<file path="config.mk">
export PLATFORM = sky130hd
export DESIGN_NAME = socket_buffer
export DESIGN_NICKNAME = d
export VERILOG_FILES = /design/src/rtl/socket_pkg.sv /design/src/rtl/socket_ram.sv /design/src/rtl/socket_buffer.sv
export SDC_FILE = /design/constraint.sdc
export NUM_CORES = 1
export LEC_CHECK = 0
export ABC_AREA = 0
export BUFFER_PORTS_ARGS = -buffer_cell sky130_fd_sc_hd__clkbuf_2
export CORE_MARGIN = 2
export CORE_UTILIZATION = 54
export DETAILED_ROUTE_END_ITERATION = 10
export GPL_TIMING_DRIVEN = 0
export PLACE_DENSITY = 0.74
export SETUP_SLACK_MARGIN = 0.1
export SLEW_MARGIN = 10
export SYNTH_ARGS = -nofsm -noshare
export SYNTH_HDL_FRONTEND = slang
export SYNTH_SLANG_ARGS = --single-unit
export TNS_END_PERCENT = 5
</file>
<file path="constraint.sdc">
create_clock -name i_clk -period 2.5 [get_ports i_clk]
set_input_delay 0.25 -clock i_clk [delete_from_list [all_inputs] [get_ports i_clk]]
set_output_delay 0.25 -clock i_clk [all_outputs]
set_load 0.05 [all_outputs]
</file>
<file path="src/rtl/socket_pkg.sv">
// Shared definitions for the socket buffer: default word width, width helpers
// and the occupancy flag states.
package socket_pkg;

    localparam int DEFAULT_DATA_WIDTH = 8;

    // Occupancy counter must represent 0..depth inclusive.
    function automatic int count_width(input int depth);
        return $clog2(depth + 1);
    endfunction

    function automatic int ptr_width(input int depth);
        return (depth > 1) ? $clog2(depth) : 1;
    endfunction

    typedef enum logic [1:0] {
        EMPTY,
        PARTIAL,
        FRAME,
        SATURATED
    } flag_state_t;

endpackage

</file>
<file path="src/rtl/socket_ram.sv">
// Simple dual-port synchronous RAM: one write port and one registered read port
// whose output register holds its value between reads.
module socket_ram
    import socket_pkg::*;
#(
    parameter int DATA_WIDTH = DEFAULT_DATA_WIDTH,
    parameter int DEPTH      = 8,
    parameter int AW         = ptr_width(DEPTH)
) (
    input  logic                  clk,
    input  logic                  rst_n,
    input  logic                  wr_en,
    input  logic [AW-1:0]         wr_addr,
    input  logic [DATA_WIDTH-1:0] wr_data,
    input  logic                  rd_en,
    input  logic [AW-1:0]         rd_addr,
    output logic [DATA_WIDTH-1:0] rd_data
);

    logic [DATA_WIDTH-1:0] mem [DEPTH];

    always_ff @(posedge clk) begin
        if (wr_en) begin
            mem[wr_addr] <= wr_data;
        end
    end

    // A same-address read and write returns the old word, which the full-buffer
    // read-while-write case relies on.
    always_ff @(posedge clk or negedge rst_n) begin
        if (!rst_n) begin
            rd_data <= '0;
        end else if (rd_en) begin
            rd_data <= mem[rd_addr];
        end
    end

endmodule

</file>
<file path="src/rtl/socket_buffer.sv">
// Frame-oriented circular buffer between an upstream processing stage and a
// downstream socket controller, with registered occupancy flags.
module socket_buffer
    import socket_pkg::*;
#(
    parameter int DATA_WIDTH  = DEFAULT_DATA_WIDTH,
    parameter int SOCKET_SIZE = 4
) (
    input  logic                  i_clk,
    input  logic                  i_rst,
    input  logic [DATA_WIDTH-1:0] i_data,
    input  logic                  i_dv,
    input  logic                  i_rd_en,
    output logic [DATA_WIDTH-1:0] o_data,
    output logic                  o_dv,
    output logic                  o_full,
    output logic                  o_empty,
    output logic                  o_wr_ready,
    output logic                  o_overflow,
    output logic                  o_underflow
);

    localparam int DEPTH = 2 * SOCKET_SIZE;
    localparam int CW    = count_width(DEPTH);
    localparam int PW    = ptr_width(DEPTH);

    localparam logic [CW-1:0] DEPTH_C   = CW'(DEPTH);
    localparam logic [CW-1:0] FRAME_C   = CW'(SOCKET_SIZE);
    localparam logic [CW-1:0] PARTIAL_C = CW'(SOCKET_SIZE - 1);
    localparam logic [PW-1:0] LAST_PTR  = PW'(DEPTH - 1);

    logic [PW-1:0] wr_ptr;
    logic [PW-1:0] rd_ptr;
    logic [CW-1:0] count;
    logic [CW-1:0] count_next;
    logic          rd_ok;
    logic          wr_ok;
    flag_state_t   state;
    flag_state_t   state_next;

    // DEPTH need not be a power of two, so wrap explicitly.
    function automatic logic [PW-1:0] wrap_inc(input logic [PW-1:0] p);
        return (p == LAST_PTR) ? '0 : p + PW'(1);
    endfunction

    // A full buffer still accepts a write when a read frees a slot in the same cycle.
    always_comb begin
        rd_ok      = i_rd_en && (count != '0);
        wr_ok      = i_dv && ((count != DEPTH_C) || rd_ok);
        count_next = count;
        if (wr_ok && !rd_ok) begin
            count_next = count + CW'(1);
        end else if (rd_ok && !wr_ok) begin
            count_next = count - CW'(1);
        end
    end

    always_ff @(posedge i_clk or negedge i_rst) begin
        if (!i_rst) begin
            wr_ptr      <= '0;
            rd_ptr      <= '0;
            count       <= '0;
            o_dv        <= 1'b0;
            o_overflow  <= 1'b0;
            o_underflow <= 1'b0;
        end else begin
            count <= count_next;
            o_dv  <= rd_ok;
            if (wr_ok) begin
                wr_ptr <= wrap_inc(wr_ptr);
            end
            if (rd_ok) begin
                rd_ptr <= wrap_inc(rd_ptr);
            end
            if (i_dv && !wr_ok) begin
                o_overflow <= 1'b1;
            end
            if (i_rd_en && (count == '0)) begin
                o_underflow <= 1'b1;
            end
        end
    end

    socket_ram #(
        .DATA_WIDTH (DATA_WIDTH),
        .DEPTH      (DEPTH),
        .AW         (PW)
    ) u_ram (
        .clk     (i_clk),
        .rst_n   (i_rst),
        .wr_en   (wr_ok),
        .wr_addr (wr_ptr),
        .wr_data (i_data),
        .rd_en   (rd_ok),
        .rd_addr (rd_ptr),
        .rd_data (o_data)
    );

    always_ff @(posedge i_clk or negedge i_rst) begin
        if (!i_rst) begin
            state <= EMPTY;
        end else begin
            state <= state_next;
        end
    end

    // Count moves by at most one per cycle, so each state only checks its neighbours.
    always_comb begin
        state_next = state;
        case (state)
            EMPTY: begin
                if (count_next != '0) state_next = PARTIAL;
            end
            PARTIAL: begin
                if (count_next == '0)          state_next = EMPTY;
                else if (count_next == FRAME_C) state_next = FRAME;
            end
            FRAME: begin
                if (count_next == PARTIAL_C)    state_next = PARTIAL;
                else if (count_next == DEPTH_C) state_next = SATURATED;
            end
            SATURATED: begin
                if (count_next != DEPTH_C) state_next = FRAME;
            end
            default: state_next = EMPTY;
        endcase
    end

    always_comb begin
        o_empty    = 1'b0;
        o_full     = 1'b0;
        o_wr_ready = 1'b1;
        case (state)
            EMPTY:     o_empty = 1'b1;
            FRAME:     o_full  = 1'b1;
            SATURATED: begin
                o_full     = 1'b1;
                o_wr_ready = 1'b0;
            end
            default: ;
        endcase
    end

endmodule
</file>
==> Word level (Yosys, flattened, before mapping) <==
Memory sizes are Yosys's and may differ from the RTL's. A register that Yosys moved wholly into a read port is not among the register bits.
Index checks and enable logic that the tools add are counted.
{ "op_classes": {"n_addsub": 4, "n_eq_ne": 14, "muxes": 16, "n_reduce_logical": 17} }
{ "ops": {"columns": ["cell", "count"], "rows": [
  ["$mux W2", 6],
  ["$logic_not A4 Y1", 2],
  ["$mux W4", 2],
  ["$ne A4 B4 Y1 const B", 2],
  ["$pmux W2 S4", 1],
  ["$reduce_bool A4 Y1", 2],
  ["$add A3 B1 Y3 const B", 2],
  ["$eq A3 B3 Y1 const B", 2],
  ["$logic_and A1 B1 Y1", 6],
  ["$mux W3", 2],
  ["$ne A3 B3 Y1 const B", 2],
  ["$mux W1", 5],
  ["$add A4 B1 Y4 const B", 1],
  ["$eq A2 B2 Y1 const B", 2],
  ["$eq A4 B2 Y1 const B", 1],
  ["$eq A4 B3 Y1 const B", 1],
  ["$eq A4 B4 Y1 const B", 1],
  ["$ne A2 B2 Y1 const B", 2],
  ["$reduce_and A4 Y1", 1],
  ["$sub A4 B1 Y4 const B", 1],
  ["$logic_not A1 Y1", 3],
  ["$eq A2 B1 Y1 const B", 1],
  ["$logic_not A2 Y1", 1],
  ["$reduce_or A2 Y1", 1],
  ["$logic_or A1 B1 Y1", 1]
]} }
{ "totals": {"wordCells": 59, "out_inout_bits": 14, "memories": 1, "mem_bits_rw": 64, "ff_bits": 15, "input_bits": 12} }
{ "memory_table": {"columns": ["name", "depth", "width", "read_ports", "rd_ports_with_merged_regs", "wr", "line_no", "text"], "rows": [
  ["u_ram.mem", 8, 8, 1, 1, 1, "socket_ram.sv:20", "logic [DATA_WIDTH-1:0] mem [DEPTH];"]
]} }

==> Longest topological paths before layout <==
Gate-level depths: netlist of run 1.
{ "depth": {"depth_word": 12, "depth_mapped": 8, "ltp_nobuf": 8} }

==> Modules after synthesis <==
From an unflattened synthesis of run 1, not the netlist that was laid out.
{ "hier_totals": {"cells_unflattened": 267, "hier_area_um2": 3833.7} }
{ "by_module_without_submodules": {"columns": ["mod", "cells_per_inst", "seq_area_each_um2", "area_per_inst_um2", "instances"], "rows": [
  ["socket_ram", 169, 2122.0, 2861.5, 1],
  ["socket_buffer", 98, 375.4, 972.2, 1]
]} }

==> Least setup slack after synthesis of run 1 <==
No wires, ideal clock.
{ "synth_timing": {"path_kind": "flip-flop to flip-flop", "startpoint": "register count[0]", "endpoint": "memory u_ram.mem[0][0] (netlist bit), enable pin", "t_arrival_ns": 2.078, "path_stages_with_launch": 7, "n_path_buf": 0, "setup_time_ns": 0.395, "t_required_ns": 2.105, "setup_slack_ns": 0.028, "synth_period_minus_slack_ns": 2.472, "path_cell_list": "dfrtp_1 -> inv_1 -> ha_1 -> and2b_1 -> nand2_1 -> nand2_1 -> nor4_1"} }
{ "synth_via": {"elab_chain_len": 6, "elab_cells_between_ends": 7, "cone_classes": "eq/ne: 1; mux: 2; reduce/logical: 4"} }
{ "synth_rtl": {"columns": ["item", "line_no", "text"], "rows": [
  ["start: declaration", "socket_buffer.sv:34", "logic [CW-1:0] count;"],
  ["start signal: assignment", "socket_buffer.sv:67", "count <= count_next;"],
  ["$reduce_bool A4 Y1", "socket_buffer.sv:48", "rd_ok = i_rd_en && (count != '0);"],
  ["$logic_and A1 B1 Y1", "socket_buffer.sv:48", null],
  ["$logic_or A1 B1 Y1 (*)", "socket_buffer.sv:49", "wr_ok = i_dv && ((count != DEPTH_C) || rd_ok);"],
  ["$logic_and A1 B1 Y1 (*)", "socket_buffer.sv:49", null],
  ["$mux W1 (*)", "socket_ram.sv:23", "if (wr_en) begin"],
  ["$mux W1 (not written as such) (*)", "socket_ram.sv:24", "mem[wr_addr] <= wr_data;"],
  ["end: declaration", "socket_ram.sv:20", null]
]} }
Mark *: on every way between the ends. The rest lies on a longest branch, timed or not.

==> Worst setup path in the final report of run 1 <==
{ "layout_timing": {"startpoint": "register count[1]", "endpoint": "register state[0]"} }
{ "layout_via": {"elab_chain_len": 11, "elab_cells_between_ends": 27, "cone_classes": "add/sub: 2; eq/ne: 9; mux: 5; reduce/logical: 11"} }
{ "layout_rtl": {"columns": ["item", "line_no", "text"], "rows": [
  ["$reduce_bool A4 Y1", "socket_buffer.sv:48", null],
  ["$logic_and A1 B1 Y1", "socket_buffer.sv:48", null],
  ["$logic_or A1 B1 Y1", "socket_buffer.sv:49", null],
  ["$logic_and A1 B1 Y1", "socket_buffer.sv:49", null],
  ["$logic_not A1 Y1", "socket_buffer.sv:53", "end else if (rd_ok && !wr_ok) begin"],
  ["$logic_and A1 B1 Y1", "socket_buffer.sv:53", null],
  ["$mux W4", "socket_buffer.sv:53", null],
  ["$mux W4 (*)", "socket_buffer.sv:51", "if (wr_ok && !rd_ok) begin"],
  ["$eq A4 B2 Y1, or another cell as far along", "socket_buffer.sv:119", "if (count_next == PARTIAL_C) state_next = PARTIAL;"],
  ["$ne A3 B3 Y1 (no source line), or another cell as far along", null, null],
  ["$reduce_and A4 Y1 (no source line) or $pmux W2 S4 (tied branches)", null, null],
  ["end signal: assignment", "socket_buffer.sv:103", "state <= state_next;"],
  ["end: declaration", "socket_buffer.sv:38", "flag_state_t state;"]
]} }
Marked as above.
A chain may end at the register's enable or synchronous reset.

==> results of run 1 <==
[what timing repair did]
action                     CTS  global route
resized for setup            8             9
setup endpoints to repair   66            59
hold buffers                 1             0
pin swaps                    4             1
buffers inserted             2             2
hold endpoints to repair    23             0
[flip-flops by register name, summed over array words and instances (netlist names)]
name           cells
wr_ptr             3
o_overflow         1
o_dv               1
u_ram.rd_data      8
state              2
u_ram.mem         64
rd_ptr             3
o_underflow        1
count              4
[worst max-delay path, stage by stage, from the launching register on]
cell and delay [ns]:
dfrtp_2 0.46, inv_1 0.16, ha_4 0.18, or3b_1 0.33, buf_2 0.16, o21a_1 0.12
o41a_1 0.36, a311oi_2 0.29, nand3b_1 0.12
[power breakdown]
part | total (mW) | internal, mW | switching, mW | leakage [nW]
registers | 2.13 | 1.89 | 0.239 | 0.854
clock network | 1.06 | 0.564 | 0.497 | 0.110
logic | 2.04 | 0.811 | 1.23 | 0.642
[through the flow]
stage                     total power [mW]  cells  hold slack [ns]   util  setup TNS (ns)
after floorplan                       3.57    241          -0.0456      -               0
after global placement                4.00    346            0.282  0.587          -18.60
after detailed placement              4.08    346            0.294  0.590           -7.82
after CTS                             5.19    365            0.154  0.631               0
after global routing                  5.54    367            0.170  0.640               0
final                                 5.23    367            0.167  0.640               0
[metal layers]
metal	vias up	routed length [um]
met5	-	0
met4	0	80
met3	8	292
met2	57	3490
met1	1078	3280
li1	1008	-
[Yosys cell counts (2+ instances only)]
| master | number | share of area |
|---|---|---|
| nor2b_1 | 4 | 0.0067 |
| mux2_2 | 4 | 0.012 |
| nand3_1 | 3 | 0.0040 |
| a21o_1 | 2 | 0.0040 |
| edfxtp_1 | 64 | 0.51 |
| a21oi_1 | 4 | 0.0054 |
| buf_2 | 5 | 0.0067 |
| o211ai_1 | 3 | 0.0060 |
| nand2_1 | 20 | 0.020 |
| o21ai_0 | 12 | 0.016 |
| nor3_1 | 8 | 0.011 |
| clkbuf_1 | 6 | 0.0060 |
| nor2_1 | 7 | 0.0070 |
| nand3b_1 | 2 | 0.0040 |
| a211oi_1 | 2 | 0.0040 |
| and2_1 | 4 | 0.0067 |
| inv_1 | 9 | 0.0090 |
| mux2i_1 | 11 | 0.029 |
| ha_1 | 6 | 0.020 |
| mux4_2 | 16 | 0.096 |
| nand2b_1 | 4 | 0.0067 |
| dfrtp_1 | 23 | 0.15 |
[final cells by class]
type                       count  area [sq um]
fill                         495          2430
tap                           80           100
clock inverter                 7          95.1
multi-input combinational    132          1240
sequential                    87          2500
clock buffer                   9           124
buffer                        13          62.6
inverter                       9          33.8
timing repair buffer          30           165
[logic make-up after synthesis]
kind of cell | share of synthesized area
buffers and inverters | 0.0258
multiplexers | 0.138
adder cells (fa/ha/maj) | 0.0201
flip-flops | 0.668
AND/OR/NAND/NOR | 0.0783
XOR/XNOR | 0.00469
AO/OA/AOI/OAI | 0.0650
[worst paths after layout]
| check | startpoint | cells after the start | endpoint |
|---|---|---|---|
| min | i_data[1] | 1 | u_ram.mem[1][1] |
| max | count[1] | 8 | state[0] |
| min reg2reg | o_underflow | 1 | o_underflow |
| max reg2reg | count[1] | 8 | state[0] |
| min in group asynchronous | i_rst | 2 | u_ram.rd_data[0] |
| max in group asynchronous | i_rst | 2 | count[1] |
==> flow_summary.toml, run 1 <==
[pwr]
p_per_area_nw_per_um2 = 1210
power_leakage_nw = 1.61
ir_worst_vdd_v = 0.000798

[final_layout]
final_cell_mix = "64 x edfxtp_1, 25 x clkbuf_2, 22 x dfrtp_1, 19 x nand2_1, 16 x mux4_2"
layout_commonest_cell = "edfxtp_1"
fin_nets = 300
area_growth_pct = 15.6
antenna_cells = 0
drive_gt1_frac = 0.303
design_area_sq_um = 4320

[run]
max_cap_violations = 0

[timing]
fmax_mhz = 427
worst_slack_ns = 0.156
fin_crit_sh = 0.938
worst_pin_slew_ns = 0.736
slew_viol_final = 0
rsz0062_at_grt = "true"
finalHoldViolCount = 0
final.setup_skew_ns = 0.0109
final.min_clock_period_ns = 2.34
setup_viol = 0
relSlewSlack = 0.509

[setup_path]
startpoint_type = "flop"
required_ns = 2.71
path_class = "reg2reg"
critPathArrivalTime_ns = 2.56
rrSetupSlack_ns = 0.16
critPathMaxFanout = 7
cp-end-kind = "flop"

[global_routing]
grt.busiest_layer = "met2"
use_met1 = 0.300
grt_max_degree = 24
met3_usage = 0.0521
grt_pass1_vias = 2160
globalRouteTotalUtil = 0.212
overflow = 0
met2_usage = 0.325
grt_pass1_wl_um = 11500
grt_antenna_before_repair = 0

[die]
ioPinCount = 26
die-area_sq_um = 7600
die_y_um = 87.2
die_w_um = 87.2
core_sq_um = 6760
rows = 30
start_util = 0.553

[clock_tree]
numCtsBuffers = 9
clock_sinks = 87
cts.clk_slew.worst_paths_ns = 0.09
clockRootBuffer = "clkbuf_8"
cts_buffer_depth = 2
tritoncts = "done"
clkLatencyLatePin_ns = 0.35
h-tree-depth = 3

[drt]
route.antenna.remaining_nets = 0
viasPerCell = 5.86
post_drt_wl_per_cell_um = 19.5
drc = 0
first_pass_iters = 4
dr_total_vias = 2151
wl_um = 7140
drt_first_iter_violations = 154

[placed_design]
place_hpwl_um = 4630
routabilityCongestion = 0.830
pre_cts_slack_ns = -0.393
post_dp_cell_area_sq_um = 3990
port_buffers = 25

[synth]
syn_inst = 241
ys_types = 44
synth_edf_count = 64
syn-num-nets = 259
ys_seq_elements = 87
ys_seq_area_frac = 0.668
avgSynthCellArea_sq_um = 15.5
syn_area_sq_um = 3740
synthArstFlopShare = 0.264
yosys_warnings = 0
yosys_most_used_dff = "edfxtp_1"

[worst_hold_path]
min_path_type = "in2reg"

[outcome]
status = "finished, final reports clean"
Note: power is estimated with default switching activity, not from simulation.
==> run 2, diff against run 1 <==
- CORE_UTILIZATION: 54 -> 35
- PLACE_DENSITY: 0.74 -> 0.5
- clock period: 2.5 -> 2.2 ns (I/O delays scaled with it)
==> run 2 against run 1 <==
First-iteration DRC count is 29% lower. Power is 15% higher. Sequential cell count stayed put. Hold slack got worse by 0.019 ns. Core utilization shrank 21 points. Combinational power increased by 19%. Global-route usage down 7.5 points. Fmax rose by 5.6%. Largest cell class unchanged. Critical path depth did not move. Cell count rose by 16%. Design area up 2.0%. Via count fell by 1.2%. Critical path type unchanged. Largest power group is now combinational cells. The run now ends with negative setup slack left.
==> flow_summary.toml, run 2 (synthesis results as in run 1) <==
[clock_tree]
clockRootBuffer = "clkbuf_8"
h-tree-depth = 3
tritoncts = "done"
cts_buffer_depth = 2
numCtsBuffers = 9
cts.clk_slew.worst_paths_ns = 0.09
clock_sinks = 87
clkLatencyLatePin_ns = 0.35

[pwr]
power_frac_seq = 0.394
ir_worst_vdd_v = 0.000711
power_leakage_nw = 1.62
internal-power_mw = 3.76
clockPowerShare = 0.202
power.switching_mw = 2.26
switching_share = 0.376
p_per_area_nw_per_um2 = 1370
pwr-share-comb = 0.404
power_mw = 6.02

[drt]
post_drt_wl_per_cell_um = 17.4
drt_first_iter_violations = 110
first_pass_iters = 4
drc = 0
dr_total_vias = 2125
viasPerCell = 5.00
route.antenna.remaining_nets = 0
wl_um = 7380

[setup_path]
crit_path_max_incr_delay_ns = 0.42
path_class = "reg2reg"
startpoint_type = "flop"
r2r-start = "count[0]"
regToRegEndpoint = "state[0]"
critPathMaxFanout = 6
r2r_cells = 8
cp-end-kind = "flop"
required_ns = 2.42
critPathArrivalTime_ns = 2.44
worstPathCellList = "inv_2 -> ha_4 -> or3b_1 -> buf_2 -> o21a_1 -> o41a_1 -> a311oi_2 -> nand3b_1"
rrSetupSlack_ns = -0.02
cp_slowest_cell = "dfrtp_2"

[outcome]
status = "complete, but fails checks"
violations = "negative setup slack"

[run]
max_cap_violations = 0

[timing]
tns_ns = -0.0193
final.setup_skew_ns = 0.0110
slew_viol_final = 0
setup_viol = 1
rsz0062_at_grt = "true"
worst_slack_ns = -0.0193
holdWs_ns = 0.148
worst_pin_slew_ns = 0.769
relSlewSlack = 0.488
fmax_mhz = 451
fin_crit_sh = 1.01
final.min_clock_period_ns = 2.22
finalHoldViolCount = 0

[final_layout]
final_util = 0.427
drive_gt1_frac = 0.325
regMostFlops = "u_ram.mem"
fill_cells = 928
antenna_cells = 0
final_cells = 425
area_growth_pct = 18.0
fin_nets = 302
reg_top3 = "u_ram.mem: 64 flops, u_ram.rd_data: 8 flops, count: 4 flops"
layout_commonest_cell = "edfxtp_1"
largest_reg_flops = 64
final_cell_mix = "64 x edfxtp_1, 29 x clkbuf_2, 21 x dfrtp_1, 19 x nand2_1, 16 x mux4_2"

[die]
die_w_um = 107
ioPinCount = 26
core_sq_um = 10300
die_y_um = 107
rows = 37
start_util = 0.362
die-area_sq_um = 11500

[global_routing]
grt_max_degree = 24
grt_antenna_before_repair = 0
globalRouteTotalUtil = 0.137
grt_pass1_wl_um = 11600
overflow = 0
grt_pass1_vias = 2043

[placed_design]
routabilityCongestion = 0.764
port_buffers = 25
place_hpwl_um = 4750
dp.cells = 404

[worst_hold_path]
hold_end = "u_ram.mem[4][7]"
min_path_type = "in2reg"
hold_start = "i_data[7]"
min_path_cells = 1
run 2: through the flow:
step	worst slack (ns)	area, sq um
2_1_floorplan	-0.0926	3740
3_3_place_gp	-1.03	4040
3_5_place_dp	-0.696	4070
4_1_cts	-0.0328	4380
5_1_grt	-0.132	4410
6_report	-0.0193	4410
run 2: cell type report:
type	count	area, sq um	share of cell area
multi-input cells	132	1230	0.279
inverters	9	33.8	0.00766
well taps	136	170	0.0386
plain buffers	13	76.3	0.0173
repair buffers	32	180	0.0409
clock inverters	7	95.1	0.0216
flip-flops and latches	87	2500	0.567
clock buffers	9	124	0.0281
run 2: worst max path at each step:
stage                  start              end  slack, ns  depth (start not counted)
floorplan           count[0]  u_ram.mem[2][0]      -0.09                          6
global placement    count[0]  u_ram.mem[4][1]      -1.03                          6
detailed placement  count[0]  u_ram.mem[0][4]      -0.70                          6
CTS                 count[1]         state[0]      -0.03                          8
global route        count[0]         state[0]      -0.13                          8
finish              count[0]         state[0]      -0.02                          8
run 2: layer usage:
metal	vias up	track usage	wire, um	part of all wire
met5	-	0	0	0
met4	0	0.0330	61	0.0083
li1	1009	-	-	-
met2	33	0.198	3290	0.45
met1	1077	0.205	3780	0.51
met3	6	0.0387	248	0.034
run 2: repair_timing:
| action | in CTS | in global routing |
|---|---|---|
| setup endpoints to repair | 79 | 66 |
| pin swaps | 3 | 0 |
| hold buffers | 1 | 0 |
| endpoints found under the hold margin | 23 | 0 |
| setup buffers | 3 | 1 |
| gates resized for setup | 18 | 8 |
run 2: power groups by stage:
stage	registers [mW]	logic, mW	clock network, mW
detailed placement	2.41	2.27	0
global placement	2.40	2.24	0
global route	2.42	2.66	1.32
finish	2.37	2.43	1.22
CTS	2.39	2.40	1.26
floorplan	2.67	1.38	0
run 2: worst max-delay path: cells and delay by family (launching register included):
kind,cells,cell delay [ns]
flops,1,0.42
fa+ha+maj,1,0.18
simple gates,2,0.45
compound gates,3,0.74
buf+inv,2,0.29
==> run 3, diff against run 2 <==
- GPL_TIMING_DRIVEN: 0 -> default
- clock period: 2.2 -> 2.7 ns (I/O delays scaled with it)
==> run 3 against run 2 <==
The run now ends clean. Cell count fell by 1.9%. Largest cell class unchanged. Design area fell by 3.1%. Worst setup slack improved by 0.28 ns. First-iteration DRC count fell by 6.4%.
==> flow_summary.toml, run 3 (synthesis results as in run 1) <==
[timing]
worst_slack_ns = 0.264
tns_ns = 0
fmax_mhz = 411
finalHoldViolCount = 0
worst_pin_slew_ns = 0.653
final.setup_skew_ns = 0.0106
rsz0062_at_grt = "false"
relSlewSlack = 0.564
final.min_clock_period_ns = 2.44
fin_crit_sh = 0.902
setup_viol = 0
slew_viol_final = 0

[final_layout]
antenna_cells = 0
final_util = 0.414
final_cell_mix = "64 x edfxtp_1, 25 x clkbuf_2, 23 x dfrtp_1, 20 x nand2_1, 16 x mux4_2"
regMostFlops = "u_ram.mem"
reg_top3 = "u_ram.mem: 64 flops, u_ram.rd_data: 8 flops, count: 4 flops"
area_growth_pct = 14.3
largest_reg_flops = 64
fin_nets = 294
multi_input_comb_area_sq_um = 1150
fill_cells = 941
layout_commonest_cell = "edfxtp_1"
drive_gt1_frac = 0.267
regArea_sq_um = 2500
final_cells = 417

[setup_path]
startpoint_type = "flop"
critPathArrivalTime_ns = 2.67
regToRegEndpoint = "state[0]"
critPathMaxFanout = 7
required_ns = 2.94
r2r-start = "count[0]"
cp-end-kind = "flop"
r2r_cells = 7
path_class = "reg2reg"
rrSetupSlack_ns = 0.26

[die]
start_util = 0.362
die_w_um = 107
rows = 37
die-area_sq_um = 11500
ioPinCount = 26
die_y_um = 107
core_sq_um = 10300

[global_routing]
grt_max_degree = 24
grt.busiest_layer = "met2"
met2_usage = 0.206
grt_pass1_wl_um = 11000
globalRouteTotalUtil = 0.131
grt_antenna_before_repair = 0
use_met1 = 0.180
grt_pass1_vias = 2027
overflow = 0
met3_usage = 0.0254

[drt]
drt_first_iter_violations = 103
wl_um = 6960
route.antenna.remaining_nets = 0
dr_total_vias = 2041
first_pass_iters = 4
post_drt_wl_per_cell_um = 16.7
viasPerCell = 4.89
drc = 0

[clock_tree]
cts_buffer_depth = 2
cts.clk_slew.worst_paths_ns = 0.10
numCtsBuffers = 9
tritoncts = "done"
h-tree-depth = 3
cts_hold_buf = 1
clock_sinks = 87
clockRootBuffer = "clkbuf_8"
cts-resized-gates = 0
clkLatencyLatePin_ns = 0.36
cts_setup_buffers = 0

[worst_hold_path]
min_path_cells = 1
hold_start = "i_data[4]"
hold_end = "u_ram.mem[5][4]"
min_path_type = "in2reg"

[pwr]
power_mw = 4.60
ir_worst_vdd_v = 0.000401
power_leakage_nw = 1.58
p_per_area_nw_per_um2 = 1080

[run]
max_cap_violations = 0

[placed_design]
port_buffers = 25
dp.cells = 400
place_hpwl_um = 4410
routabilityCongestion = 0.818
pre_cts_slack_ns = 0.290

[outcome]
status = "finished, final reports clean"
## run 3: per-layer routing
metal,up-vias,part of all wire
met5,-,0
met4,0,0.016
met3,11,0.037
met2,40,0.47
met1,1001,0.48
li1,989,-
## run 3: worst max path at each step
stage              from         endpoint  cells past startpoint
2_1_floorplan  count[0]  u_ram.mem[0][0]                      6
3_3_place_gp   count[0]         state[0]                      7
3_5_place_dp   count[0]         state[0]                      7
4_1_cts        count[0]         state[0]                      7
5_1_grt        count[0]         state[0]                      7
6_report       count[0]         state[0]                      7
## run 3: through the flow
stage                     instance area (sq um)  hold WS, ns
after floorplan                            3740      -0.0256
after global placement                     4060        0.323
after detailed placement                   4060        0.323
after CTS                                  4270        0.175
after global routing                       4270        0.186
final                                      4270        0.188
## run 3: layout make-up
class                           instances  area share
Inverter                                9     0.00791
Multi-Input combinational cell        132       0.269
Sequential cell                        87       0.585
Clock inverter                          7      0.0182
Tap cell                              136      0.0398
Timing Repair Buffer                   37      0.0510
Clock buffer                            9      0.0290
## run 3: power by group
group | switching (mW) | internal (mW)
clock network | 0.527 | 0.364
logic | 0.996 | 0.699
registers | 0.267 | 1.74
## run 3: critical path, stage by stage (launching register included)
cell      delay (ns)
dfrtp_1         0.45
inv_1           0.18
ha_1            0.28
or3b_1          0.48
o21a_1          0.17
o41a_1          0.36
a311oi_1        0.30
nand3b_1        0.11
